<file path="src/rtl/dl_pkg.sv">
// Shared types and constants for the download sequencer.
// Stream indices, ROM address width and the packed FIFO entry width.
package dl_pkg;

  typedef enum logic [1:0] {
    ST_HOLD  = 2'd0,
    ST_RUN   = 2'd1,
    ST_LOAD  = 2'd2,
    ST_DRAIN = 2'd3
  } state_t;

  localparam logic [7:0] IDX_ROM    = 8'd0;
  localparam logic [7:0] IDX_MOD    = 8'd1;
  localparam int         ROM_ADDR_W = 16;
  localparam int         ENTRY_W    = ROM_ADDR_W + 8;

endpackage

</file>
<file path="src/rtl/dl_fifo.sv">
// Synchronous show-ahead FIFO of {addr, data} entries with full/empty flags.
// Also exposes the head as it will be after this edge, so a register can mirror it.
module dl_fifo
  import dl_pkg::*;
#(
  parameter int DEPTH = 4,
  parameter int W     = ENTRY_W
) (
  input  logic         clk,
  input  logic         reset,
  input  logic         push,
  input  logic [W-1:0] push_dat,
  input  logic         pop,
  output logic         full,
  output logic         empty,
  output logic         nxt_vld,
  output logic [W-1:0] nxt_dat
);

  localparam int AW = $clog2(DEPTH);

  logic [W-1:0]  mem [DEPTH];
  logic [AW:0]   wr_ptr;
  logic [AW:0]   rd_ptr;
  logic [AW:0]   count;
  logic [AW:0]   count_nxt;
  logic [AW-1:0] rd_idx;
  logic [AW-1:0] rd_idx1;
  logic [W-1:0]  head;

  assign count     = wr_ptr - rd_ptr;
  assign full      = (count == (AW+1)'(DEPTH));
  assign empty     = (count == '0);
  assign rd_idx    = rd_ptr[AW-1:0];
  assign rd_idx1   = rd_idx + AW'(1);
  assign head      = mem[rd_idx];
  assign count_nxt = count + {{AW{1'b0}}, push} - {{AW{1'b0}}, pop};
  assign nxt_vld   = (count_nxt != '0);

  // A push into an empty (or just-emptied) FIFO becomes the new head directly.
  always_comb begin
    nxt_dat = head;
    if (pop) begin
      nxt_dat = (count > (AW+1)'(1)) ? mem[rd_idx1] : push_dat;
    end else if (empty) begin
      nxt_dat = push_dat;
    end
  end

  always_ff @(posedge clk) begin
    if (reset) begin
      wr_ptr <= '0;
      rd_ptr <= '0;
    end else begin
      if (push) wr_ptr <= wr_ptr + (AW+1)'(1);
      if (pop)  rd_ptr <= rd_ptr + (AW+1)'(1);
    end
  end

  always_ff @(posedge clk) begin
    if (push) mem[wr_ptr[AW-1:0]] <= push_dat;
  end

endmodule

</file>
<file path="src/rtl/dl_sequencer.sv">
// Buffers HPS download bytes into a ROM write port and sequences the game core reset
// (HOLD -> RUN, LOAD while downloading, DRAIN until the write buffer is empty).
module dl_sequencer
  import dl_pkg::*;
#(
  parameter int HOLD_CYCLES = 16,
  parameter int FIFO_DEPTH  = 4
) (
  input  logic                  clk,
  input  logic                  reset,
  input  logic                  dn_download,
  input  logic [7:0]            dn_index,
  input  logic                  dn_wr,
  input  logic [24:0]           dn_addr,
  input  logic [7:0]            dn_data,
  input  logic                  rom_ready,
  output logic                  rom_wr,
  output logic [ROM_ADDR_W-1:0] rom_addr,
  output logic [7:0]            rom_data,
  output logic                  core_reset,
  output logic [7:0]            mod_sel,
  output logic                  overflow,
  output logic [16:0]           wr_count
);

  localparam int          CW     = $clog2(HOLD_CYCLES + 1);
  localparam logic [16:0] WR_MAX = 17'h10000;

  state_t               state;
  state_t               state_nxt;
  logic [CW-1:0]        cnt;
  logic                 dl_q;
  logic                 rise;
  logic                 fall;
  logic                 push_req;
  logic                 push_acc;
  logic                 pop;
  logic                 drop;
  logic                 fifo_full;
  logic                 fifo_empty;
  logic                 nxt_vld;
  logic [ENTRY_W-1:0]   nxt_dat;
  logic [7:0]           mod_q = 8'h00;

  assign rise     = dn_download & ~dl_q;
  assign fall     = ~dn_download & dl_q;
  assign push_req = dn_wr && (dn_index == IDX_ROM) && (dn_addr[24:16] == '0);
  assign pop      = rom_wr & rom_ready;
  assign push_acc = push_req & (~fifo_full | pop);
  assign drop     = push_req & fifo_full & ~pop;
  assign mod_sel  = mod_q;

  dl_fifo #(
    .DEPTH (FIFO_DEPTH),
    .W     (ENTRY_W)
  ) u_fifo (
    .clk      (clk),
    .reset    (reset),
    .push     (push_acc),
    .push_dat ({dn_addr[ROM_ADDR_W-1:0], dn_data}),
    .pop      (pop),
    .full     (fifo_full),
    .empty    (fifo_empty),
    .nxt_vld  (nxt_vld),
    .nxt_dat  (nxt_dat)
  );

  always_comb begin
    state_nxt = state;
    case (state)
      ST_HOLD:  if (cnt == CW'(HOLD_CYCLES - 1)) state_nxt = ST_RUN;
      ST_RUN:   if (!fifo_empty) state_nxt = ST_DRAIN;
      ST_LOAD:  if (fall) state_nxt = ST_DRAIN;
      ST_DRAIN: if (fifo_empty && !push_acc) state_nxt = ST_HOLD;
      default:  state_nxt = ST_HOLD;
    endcase
    if (rise) state_nxt = ST_LOAD;
  end

  // dl_q clears in reset so a download still active at release is seen as a new one.
  always_ff @(posedge clk) begin
    if (reset) begin
      state      <= ST_HOLD;
      cnt        <= '0;
      dl_q       <= 1'b0;
      core_reset <= 1'b1;
      overflow   <= 1'b0;
      wr_count   <= '0;
    end else begin
      state      <= state_nxt;
      cnt        <= (state == ST_HOLD && state_nxt == ST_HOLD) ? cnt + CW'(1) : '0;
      dl_q       <= dn_download;
      core_reset <= (state_nxt != ST_RUN);
      overflow   <= (overflow & ~rise) | drop;
      if (rise) begin
        wr_count <= {16'd0, push_acc};
      end else if (push_acc && wr_count != WR_MAX) begin
        wr_count <= wr_count + 17'd1;
      end
    end
  end

  // Output stage mirrors the FIFO head, so it holds steady while the port stalls.
  always_ff @(posedge clk) begin
    if (reset) begin
      rom_wr   <= 1'b0;
      rom_addr <= '0;
      rom_data <= '0;
    end else begin
      rom_wr <= nxt_vld;
      if (nxt_vld) begin
        rom_addr <= nxt_dat[ENTRY_W-1:8];
        rom_data <= nxt_dat[7:0];
      end
    end
  end

  always_ff @(posedge clk) begin
    if (dn_wr && dn_index == IDX_MOD) mod_q <= dn_data;
  end

endmodule

</file>
<file path="config.mk">
export PLATFORM = sky130hd
export DESIGN_NAME = dl_sequencer
export DESIGN_NICKNAME = d
export VERILOG_FILES = /design/src/rtl/dl_pkg.sv /design/src/rtl/dl_fifo.sv /design/src/rtl/dl_sequencer.sv
export SDC_FILE = /design/constraint.sdc
export NUM_CORES = 1
export LEC_CHECK = 0
export ABC_AREA = 1
export CORE_UTILIZATION = 40
export CTS_BUF_LIST = sky130_fd_sc_hd__clkbuf_2
export DETAILED_ROUTE_END_ITERATION = 8
export PLACE_DENSITY = 0.72
export SETUP_SLACK_MARGIN = 0.2
export SKIP_LAST_GASP = 1
export SYNTH_ARGS = -nofsm -noshare
export SYNTH_HDL_FRONTEND = slang
export SYNTH_SLANG_ARGS = --single-unit
export TNS_END_PERCENT = 10
</file>
<file path="constraint.sdc">
create_clock -name clk -period 4.6 [get_ports clk]
set_input_delay 0.92 -clock clk [delete_from_list [all_inputs] [get_ports clk]]
set_output_delay 0.92 -clock clk [all_outputs]
set_load 0.02 [all_outputs]
</file>
==> metrics.txt, run 1 <==
run status completed; footprint of the multi-input gates approximately 3500 um2; Max rail drop VDD 0.0002959 V; CTS resizes 0; CTS sink count about 160; largest area contributor in the netlist edfxtp_1; Lkg Pwr 3.729 nW; Final Hold Fails 0; Post-CTS Setup Inserts 0; RR Endpoint rom_addr[0]$_SDFFE_PP0P_; yosys warns 0; library cells used by synthesis 34; routed len/inst 15.77 um; Die Ht 147.6 um; maximum capacitance violations 0; Post-Syn Instances between 1000 and 1500; Post-synth EDFFs roughly 100; Worst Setup SP u_fifo.wr_ptr[0]$_SDFFE_PP0P_; Hold Buf Count CTS 0; root buf cell clkbuf_2; P&R area growth vs syn 16.96%; Worst Setup EP rom_addr[0]$_SDFFE_PP0P_; syn avg cell area 8.222 um2; ranking of synthesized cells by area edfxtp_1 (37%), dfxtp_1 (14%), nand2_1 (7.8%); Layout Nets 1161; asr flop ratio synth 0%; top cells by count, synth nand2_1 (177), nor2_1 (140), edfxtp_1 (104); initial antenna violation count 1; CP Capture Type register; worst path required time around 5200 ps; remaining antenna violation count 0; TritonCTS Buffers 17; CP arrival 4510 ps; I/O Pins 98; total power slightly below 5 mW; Final Cell Area 9915 um2; Core Footprint 20490 um2; vias in the first global route 6851; worst-case clock buffer depth 2; Worst Tran Pin Value 1048 ps; Primary FF master, synth edfxtp_1; DP Wirelength 12.82 mm; final core occ 48.38%; fraction of layout cells with a size suffix above 1 5.935%; Worst Hold Class register to register; dpl cells 1350; Setup-failing EPs final 0; Worst Setup Start Kind register; Register Area 4327 um2; Slew Limit Headroom 30.03%; cell row count 52; cell with the most instances after synthesis nand2_1; register area share after synthesis approximately half; CTS tree done; mapped cell area 8477 um2; Cell Pwr Density 488.3 nW/um2; Buffers on Ports 97; max-slew violation count 0; post-synth top area share a little under two fifths; Placer Congestion about 0.85; clock-pin slew on the worst setup and hold paths 230 ps; pin count of the biggest net entering global routing between 70 and 80; #FFs+latches synth 164; first-pass GRT wire length 34.71 mm; Die Area around 22000 um2; Fillers 1956; TNS Setup 0 ps; Crit Path Category register to register; DR vias 7312; Via-to-Cell Ratio 5.287; launching point of the worst reg2reg path u_fifo.wr_ptr[0]$_SDFFE_PP0P_; drt pass-1 iters 7; dpl cell area 9613 um2; minimum clock period 3867 ps; clock latency on the worst-skew pair 760 ps; fmax 258.6 MHz; R2R cell count 16; GRT Util Overall 20.30%; non-filler cells, final 1383; Clock Skews 31.65 ps; Starting Density between 40% and 50%; H-tree levels 4; global route total overflow 0; crit path max fanout 49; Mapped Nets about 1100; drc violations 0; DRT iter0 DRCs 566; unrepaired setup endpoints after global routing no; die width ~150 um; post-route clock period utilization between 80 and 90%; FF-to-FF setup slack approximately 730 ps; Detailed Route WL 21.81 mm
## worst min path at each step
stage | slack (ps) | startpoint | to | cells past startpoint
5_1_grt | 500 | cnt[0]$_SDFF_PP0_ | cnt[0]$_SDFF_PP0_ | 1
2_1_floorplan | 420 | cnt[0]$_SDFF_PP0_ | cnt[0]$_SDFF_PP0_ | 1
3_3_place_gp | 430 | cnt[0]$_SDFF_PP0_ | cnt[0]$_SDFF_PP0_ | 1
6_report | 460 | cnt[0]$_SDFF_PP0_ | cnt[0]$_SDFF_PP0_ | 1
4_1_cts | 470 | cnt[0]$_SDFF_PP0_ | cnt[0]$_SDFF_PP0_ | 1
3_5_place_dp | 440 | cnt[0]$_SDFF_PP0_ | cnt[0]$_SDFF_PP0_ | 1
## layer usage
metal  routed length [um]  global-route usage, %  up-vias
li1                     -                      -     3596
met5                    0                      0        -
met1                 9399                  26.05     3421
met4                  301                  6.546        0
met2                10590                  34.39      273
met3                 1518                  3.951       22
## cell families (layout without fill, tap and decap cells)
| kind of cell | count (synthesis) | in the layout | share of synthesized area (%) |
|---|---|---|---|
| flip-flops | 164 | 164 | 51.01 |
| other | 0 | 1 | 0 |
| adder cells (fa/ha/maj) | 16 | 16 | 2.539 |
| AND/OR/NAND/NOR | 426 | 426 | 21.43 |
| XOR/XNOR | 17 | 17 | 1.757 |
| AO/OA/AOI/OAI | 247 | 247 | 15.41 |
| buffers and inverters | 161 | 242 | 7.853 |
## flip-flops by register name, summed over array words and instances, names as in the netlist, named ones only
register	flops
core_reset	1
dl_q	1
mod_sel	8
cnt	5
state	2
overflow	1
rom_data	8
u_fifo.wr_ptr	3
rom_wr	1
wr_count	17
u_fifo.mem	96
rom_addr	16
u_fifo.rd_ptr	3
## layout by cell type, fill, tap and decap left out, types with 5 or more instances in the layout
| cell type | n |
|---|---|
| nand2_1 | 177 |
| nor2_1 | 136 |
| edfxtp_1 | 104 |
| clkdlybuf4s50_1 | 97 |
| inv_1 | 94 |
| a21oi_1 | 94 |
| o21ai_0 | 84 |
| nand3_1 | 80 |
| dfxtp_1 | 58 |
| o21ai_1 | 42 |
| a211oi_1 | 25 |
| clkbuf_2 | 19 |
| xor2_1 | 15 |
| ha_1 | 13 |
| buf_4 | 10 |
| nor3_1 | 7 |
| inv_2 | 6 |
| nand4_1 | 5 |
| bufinv_16 | 5 |
## power breakdown
part	switching (mW)	leakage, nW	internal [mW]
clock	0.521	0.176	0.418
combinational	1.43	2.13	0.735
sequential	0.0605	1.43	1.67
## layout make-up
class                      count  area share, %
antenna                        1        0.02524
clock buffer                  19         0.9591
timing repair buffer         108          10.75
tap                          270          3.407
sequential                   164          43.64
inverter                     102          3.862
multi-input combinational    706          35.30
clock inverter                13          2.057
## worst max-delay path, stage by stage (launching register included)
cell	delay, ps
dfxtp_1	420
inv_1	120
ha_1	210
fa_1	640
nand2_1	110
nor2_1	150
nand3_2	100
nand2_1	350
inv_2	100
ha_1	210
inv_1	70
fa_1	420
nand3b_1	90
buf_4	450
nand2_1	110
nor2_1	140
nor2_1	60
## stage by stage
stage          setup WS [ps]  hold slack [ps]
2_1_floorplan           1238            417.5
3_3_place_gp           677.8            429.6
3_5_place_dp           605.3            440.2
4_1_cts                736.7            466.4
5_1_grt                429.6            500.0
6_report               733.2            463.1
No activity file was read; power rests on OpenSTA's default activity.
==> run 2: changes to the inputs <==
--- a/config.mk
+++ b/config.mk
@@ -9,7 +9,7 @@
 export CORE_UTILIZATION = 40
 export CTS_BUF_LIST = sky130_fd_sc_hd__clkbuf_2
 export DETAILED_ROUTE_END_ITERATION = 8
-export PLACE_DENSITY = 0.72
+export PLACE_DENSITY = 0.75
 export SETUP_SLACK_MARGIN = 0.2
 export SKIP_LAST_GASP = 1
 export SYNTH_ARGS = -nofsm -noshare
==> constraint.sdc (replaced) <==
create_clock -name clk -period 3.5 [get_ports clk]
set_input_delay 0.7 -clock clk [delete_from_list [all_inputs] [get_ports clk]]
set_output_delay 0.7 -clock clk [all_outputs]
set_load 0.02 [all_outputs]
==> metrics.txt, run 2 (synthesis gave the netlist of run 1 again) <==
Clock power frac 15.0% (was 19.4%); CTS sink count 164 (unchanged); max-slew violation count 0 (unchanged); Clock Skews 41.49 ps (was 31.65 ps); Reg power frac 35.4% (was 35.8%); Slew Limit Headroom 28.80% (was 30.03%); clock latency on the worst-skew pair 760 ps (about the same); I/O Pins 98 (unchanged); most common cell after layout, fill and taps aside nand2_1 (unchanged); Switch Pwr 2.782 mW (was 2.016 mW); remaining antenna violation count 0 (unchanged); drc violations 0 (unchanged); Worst Tran Pin Value 1067 ps (was 1048 ps); Worst Setup EP rom_data[3]$_SDFFE_PP0P_ (was rom_addr[0]$_SDFFE_PP0P_); Placer Congestion 0.8625 (was 0.8546); worst path required time 4190 ps (was 5240 ps); vias in the first global route 6995 (was 6851); Worst Hold Class register to register (unchanged); fmax 314.4 MHz (was 258.6 MHz); CTS tree done (unchanged); internal power 3.664 mW (was 2.826 mW); Core Footprint 20490 um2 (unchanged); Worst Setup SP u_fifo.wr_ptr[0]$_SDFFE_PP0P_ (unchanged); RR Endpoint rom_data[3]$_SDFFE_PP0P_ (was rom_addr[0]$_SDFFE_PP0P_); TNS Setup 0 ps (unchanged); CP Capture Type register (unchanged); TritonCTS Buffers 17 (unchanged); initial antenna violation count 1 (unchanged); routed len/inst 15.79 um (was 15.77 um); part of the power in combinational logic 49.6% (was 44.8%); Cell Pwr Density 643.1 nW/um2 (was 488.3 nW/um2); Starting Density 41.36% (unchanged); Lkg Pwr 3.792 nW (was 3.729 nW); Final Hold Fails 0 (unchanged); final setup margin 319.6 ps (was 733.2 ps); dpl cells 1364 (was 1350); first-pass GRT wire length 34.78 mm (was 34.71 mm); Crit Path Category register to register (unchanged); cell row count 52 (unchanged); launching point of the worst reg2reg path u_fifo.wr_ptr[0]$_SDFFE_PP0P_ (unchanged); GRT Util Overall 20.35% (was 20.30%); Hold Buf Count CTS 0 (unchanged); worst-case clock buffer depth 2 (unchanged); Fillers 1940 (was 1956); clock-pin slew on the worst setup and hold paths 250 ps (was 230 ps); FF-to-FF setup slack 320 ps (was 730 ps); DP Wirelength 13.19 mm (was 12.82 mm); Die Ht 147.6 um (unchanged); Sw Ratio 43.15% (was 41.64%); DRT iter0 DRCs 623 (was 566); Max rail drop VDD 0.0003931 V (was 0.0002959 V); root buf cell clkbuf_2 (unchanged); Detailed Route WL 22.12 mm (was 21.81 mm); R2R cell count 19 (was 16); global route total overflow 0 (unchanged); max FFs per register 96 (unchanged); P&R area growth vs syn 18.24% (was 16.96%); DR vias 7525 (was 7312); Setup-failing EPs final 0 (unchanged); fraction of layout cells with a size suffix above 1 7.699% (was 5.935%); unrepaired setup endpoints after global routing no (unchanged); crit path max fanout 19 (was 49); run status completed (unchanged); CP arrival 3870 ps (was 4510 ps); WHS 474.1 ps (was 463.1 ps); Worst Setup Start Kind register (unchanged); drt pass-1 iters 5 (was 7); Layout Nets 1179 (was 1161); Die Area 21780 um2 (unchanged); pin count of the biggest net entering global routing 75 (unchanged); Buffers on Ports 97 (unchanged); non-filler cells, final 1401 (was 1383); post-route clock period utilization 90.87% (was 84.06%); H-tree levels 4 (unchanged); minimum clock period 3180 ps (was 3867 ps); most frequent cells in the layout nand2_1 (176), nor2_1 (135), edfxtp_1 (104), clkdlybuf4s50_1 (97), a21oi_1 (94) (was nand2_1 (177), nor2_1 (136), edfxtp_1 (104), clkdlybuf4s50_1 (97)); maximum capacitance violations 0 (unchanged); Via-to-Cell Ratio 5.371 (was 5.287); die width 147.6 um (unchanged); post-place setup slack 246.5 ps (was 605.3 ps)
==> run 2: cell types whose count changed in the layout (fill, tap and decap cells not counted), sizes merged <==
cell      delta
buf         +16
clkinvlp     +2
inv          +2
clkinv       +2
bufinv       -4
==> run 2: metrics by stage <==
stage	total power, mW	util (%)	instance area (um2)
after CTS	6.225	48.50	9941
after floorplan	4.304	-	8478
after detailed placement	5.260	47.47	9728
final	6.446	48.91	10020
after global routing	6.882	48.91	10020
after global placement	5.200	47.47	9728
==> run 2: per-layer routing <==
layer  track usage [%]  vias to the layer above  routed length [um]
met5                 0                        -                   0
li1                  -                     3649                   -
met2             34.81                      339               10810
met3             3.673                       42                1728
met4             8.711                        0                 454
met1             25.18                     3495                9129
==> run 2: what timing repair did <==
action | CTS | global route
setup endpoints to repair | 0 | 9
resized for setup | 0 | 11
setup buffers | 0 | 2
==> run 2: power by group through the flow <==
| stage | combinational (mW) | sequential, mW | clock, mW |
|---|---|---|---|
| detailed placement | 2.94 | 2.32 | 0 |
| CTS | 2.95 | 2.28 | 0.989 |
| finish | 3.20 | 2.28 | 0.965 |
| floorplan | 1.86 | 2.45 | 0 |
| global route | 3.53 | 2.30 | 1.05 |
| global placement | 2.87 | 2.33 | 0 |
==> run 2: final cells by class <==
class                   count  area, um2  area share (%)
multi-input cells         706       3507           34.99
flip-flops and latches    164       4328           43.18
clock inverters            15      127.6           1.273
repair buffers            126       1252           12.50
inverters                 102      382.9           3.820
diodes                      1      2.502         0.02497
clock buffers              17      85.08          0.8488
well taps                 270      337.8           3.370
==> run 2: critical path: stages, from the launching register on <==
cell	delay [ps]
dfxtp_2	400
inv_2	60
ha_2	180
fa_2	340
inv_1	60
nand2_1	60
nand2_1	90
nand2_2	80
nand3_2	120
nand2_2	70
inv_2	80
ha_1	140
inv_1	50
fa_1	380
xnor2_1	200
nand3b_1	200
buf_6	200
clkbuf_16	180
o21ai_0	160
nor2_1	60
==> run 2: worst min path at each step <==
stage	start	endpoint	slack, ps	cells past startpoint
6_report	cnt[0]$_SDFF_PP0_	cnt[0]$_SDFF_PP0_	470	1
5_1_grt	dn_download	dl_q$_SDFF_PP0_	440	3
4_1_cts	dn_download	dl_q$_SDFF_PP0_	410	3
3_5_place_dp	cnt[0]$_SDFF_PP0_	cnt[0]$_SDFF_PP0_	440	1
3_3_place_gp	cnt[0]$_SDFF_PP0_	cnt[0]$_SDFF_PP0_	430	1
2_1_floorplan	cnt[0]$_SDFF_PP0_	cnt[0]$_SDFF_PP0_	420	1
==> run 3: changes to the inputs <==
--- a/config.mk
+++ b/config.mk
@@ -9,8 +9,10 @@
 export CORE_UTILIZATION = 40
 export CTS_BUF_LIST = sky130_fd_sc_hd__clkbuf_2
 export DETAILED_ROUTE_END_ITERATION = 8
+export GPL_TIMING_DRIVEN = 0
 export PLACE_DENSITY = 0.75
 export SETUP_SLACK_MARGIN = 0.2
+export SKIP_CTS_REPAIR_TIMING = 1
 export SKIP_LAST_GASP = 1
 export SYNTH_ARGS = -nofsm -noshare
 export SYNTH_HDL_FRONTEND = slang
==> metrics.txt, run 3 (synthesis gave the netlist of run 1 again) <==
CTS tree done (unchanged); TritonCTS Buffers 17 (unchanged); Worst Setup SP u_fifo.wr_ptr[0]$_SDFFE_PP0P_ (unchanged); first-pass GRT wire length 37.40 mm (was 34.78 mm); pin count of the biggest net entering global routing 25 (was 75); Die Area 21780 um2 (unchanged); Slew Limit Headroom 38.68% (was 28.80%); RR Endpoint rom_data[1]$_SDFFE_PP0P_ (was rom_data[3]$_SDFFE_PP0P_); H-tree levels 4 (unchanged); vias in the first global route 7416 (was 6995); Final Cell Area 10380 um2 (was 10020 um2); DR vias 7770 (was 7525); total power 6.880 mW (was 6.446 mW); Layout Nets 1226 (was 1179); Crit Path Category register to register (unchanged); Setup-failing EPs final 0 (unchanged); initial antenna violation count 1 (unchanged); Starting Density 41.36% (unchanged); Buffers on Ports 97 (unchanged); launching point of the worst reg2reg path u_fifo.wr_ptr[0]$_SDFFE_PP0P_ (unchanged); drc violations 0 (unchanged); DRT iter0 DRCs 841 (was 623); fraction of layout cells with a size suffix above 1 11.38% (was 7.699%); Register Area 4325 um2 (was 4328 um2); Fillers 1884 (was 1940); Worst Setup EP rom_data[1]$_SDFFE_PP0P_ (was rom_data[3]$_SDFFE_PP0P_); Detailed Route WL 24.01 mm (was 22.12 mm); Worst Hold Class register to register (unchanged); global route total overflow 0 (unchanged); routed len/inst 16.58 um (was 15.79 um); crit path max fanout 5 (was 19); Worst Tran Pin Value 917.6 ps (was 1067 ps); most common cell after layout, fill and taps aside nand2_1 (unchanged); minimum clock period 3226 ps (was 3180 ps); remaining antenna violation count 0 (unchanged); Lkg Pwr 3.980 nW (was 3.792 nW); worst path required time 4150 ps (was 4190 ps); GRT Util Overall 22.07% (was 20.35%); dpl cell area 9872 um2 (was 9728 um2); P&R area growth vs syn 22.44% (was 18.24%); run status completed (unchanged); DP Wirelength 16.22 mm (was 13.19 mm); clock latency on the worst-skew pair 760 ps (about the same); Final Hold Fails 0 (unchanged); cell row count 52 (unchanged); Via-to-Cell Ratio 5.366 (was 5.371); CP Capture Type register (unchanged); I/O Pins 98 (unchanged); Cell Pwr Density 662.8 nW/um2 (was 643.1 nW/um2); max FFs per register 96 (unchanged); Core Footprint 20490 um2 (unchanged); post-route clock period utilization 92.18% (was 90.87%); footprint of the multi-input gates 3606 um2 (was 3507 um2); hold_sp cnt[0]$_SDFF_PP0_ (unchanged); most frequent cells in the layout nand2_1 (172), nor2_1 (128), edfxtp_1 (104), clkdlybuf4s50_1 (97), a21oi_1 (94) (was nand2_1 (176), nor2_1 (135), edfxtp_1 (104), clkdlybuf4s50_1 (97), a21oi_1 (94)); R2R cell count 18 (was 19); die width 147.6 um (unchanged); Clock Skews 50.65 ps (was 41.49 ps); drt pass-1 iters 5 (unchanged); FF-to-FF setup slack 270 ps (was 320 ps); Max rail drop VDD 0.0003336 V (was 0.0003931 V); clock-pin slew on the worst setup and hold paths 220 ps (was 250 ps); CTS sink count 164 (unchanged); final core occ 50.64% (was 48.91%); unrepaired setup endpoints after global routing no (unchanged); Die Ht 147.6 um (unchanged); Placer Congestion 0.9058 (was 0.8625); Worst Setup Start Kind register (unchanged); maximum capacitance violations 0 (unchanged); max-slew violation count 0 (unchanged); root buf cell clkbuf_2 (unchanged); CP arrival 3870 ps (about the same); worst-case clock buffer depth 2 (unchanged); fmax 310.0 MHz (was 314.4 MHz)
## run 3: worst min path at each step
stage,cells after the start,slack (ps),endpoint
after floorplan,1,420,cnt[0]$_SDFF_PP0_
after global placement,1,430,cnt[0]$_SDFF_PP0_
after detailed placement,1,440,cnt[0]$_SDFF_PP0_
after CTS,3,450,dl_q$_SDFF_PP0_
after global routing,3,480,dl_q$_SDFF_PP0_
final,1,470,cnt[0]$_SDFF_PP0_
## run 3: final cells by class
| type | count | area share (%) |
|---|---|---|
| Timing Repair Buffer | 114 | 11.25 |
| Inverter | 102 | 3.737 |
| Multi-Input combinational cell | 706 | 34.74 |
| Buffer | 59 | 3.207 |
| Antenna cell | 1 | 0.02411 |
| Clock inverter | 15 | 1.290 |
| Sequential cell | 164 | 41.68 |
| Tap cell | 270 | 3.255 |
| Clock buffer | 17 | 0.8198 |
## run 3: power breakdown
part / internal, mW / leakage [nW] / switching (mW)
registers: 2.20 / 1.43 / 0.0789
logic: 1.37 / 2.40 / 2.23
clock network: 0.323 / 0.154 / 0.687
total: 3.89 / 3.98 / 2.99
## run 3: critical path, stage by stage, from the launching register on
cell and delay [ps]:
dfxtp_2 420, inv_4 60, ha_4 150, fa_2 590
nand2_2 80, nor2_4 100, nand3_4 90, nand2_2 80
buf_6 120, inv_4 40, ha_2 180, inv_2 50
fa_2 410, nand3b_1 220, buf_6 150, buf_4 140
nand2_1 50, nor2_1 160, nor2_1 60
## run 3: per-layer routing
metal | vias up | share of wire, % | global-route usage [%]
met4 | 0 | 1.9 | 8.866
li1 | 3748 | - | -
met3 | 40 | 9.5 | 4.660
met5 | - | 0 | 0
met2 | 434 | 47 | 35.45
met1 | 3548 | 41 | 29.05
## run 3: metrics by stage
step                setup WS, ps  setup TNS (ps)  hold WS [ps]  instances
floorplan                  221.7               0         417.5       1031
global placement          -725.0          -67820         433.2       1398
detailed placement        -632.1          -10880         444.5       1401
CTS                       -669.1          -12100         452.8       1433
global route               128.6               0         475.7       1448
finish                     273.8               0         474.9       1448
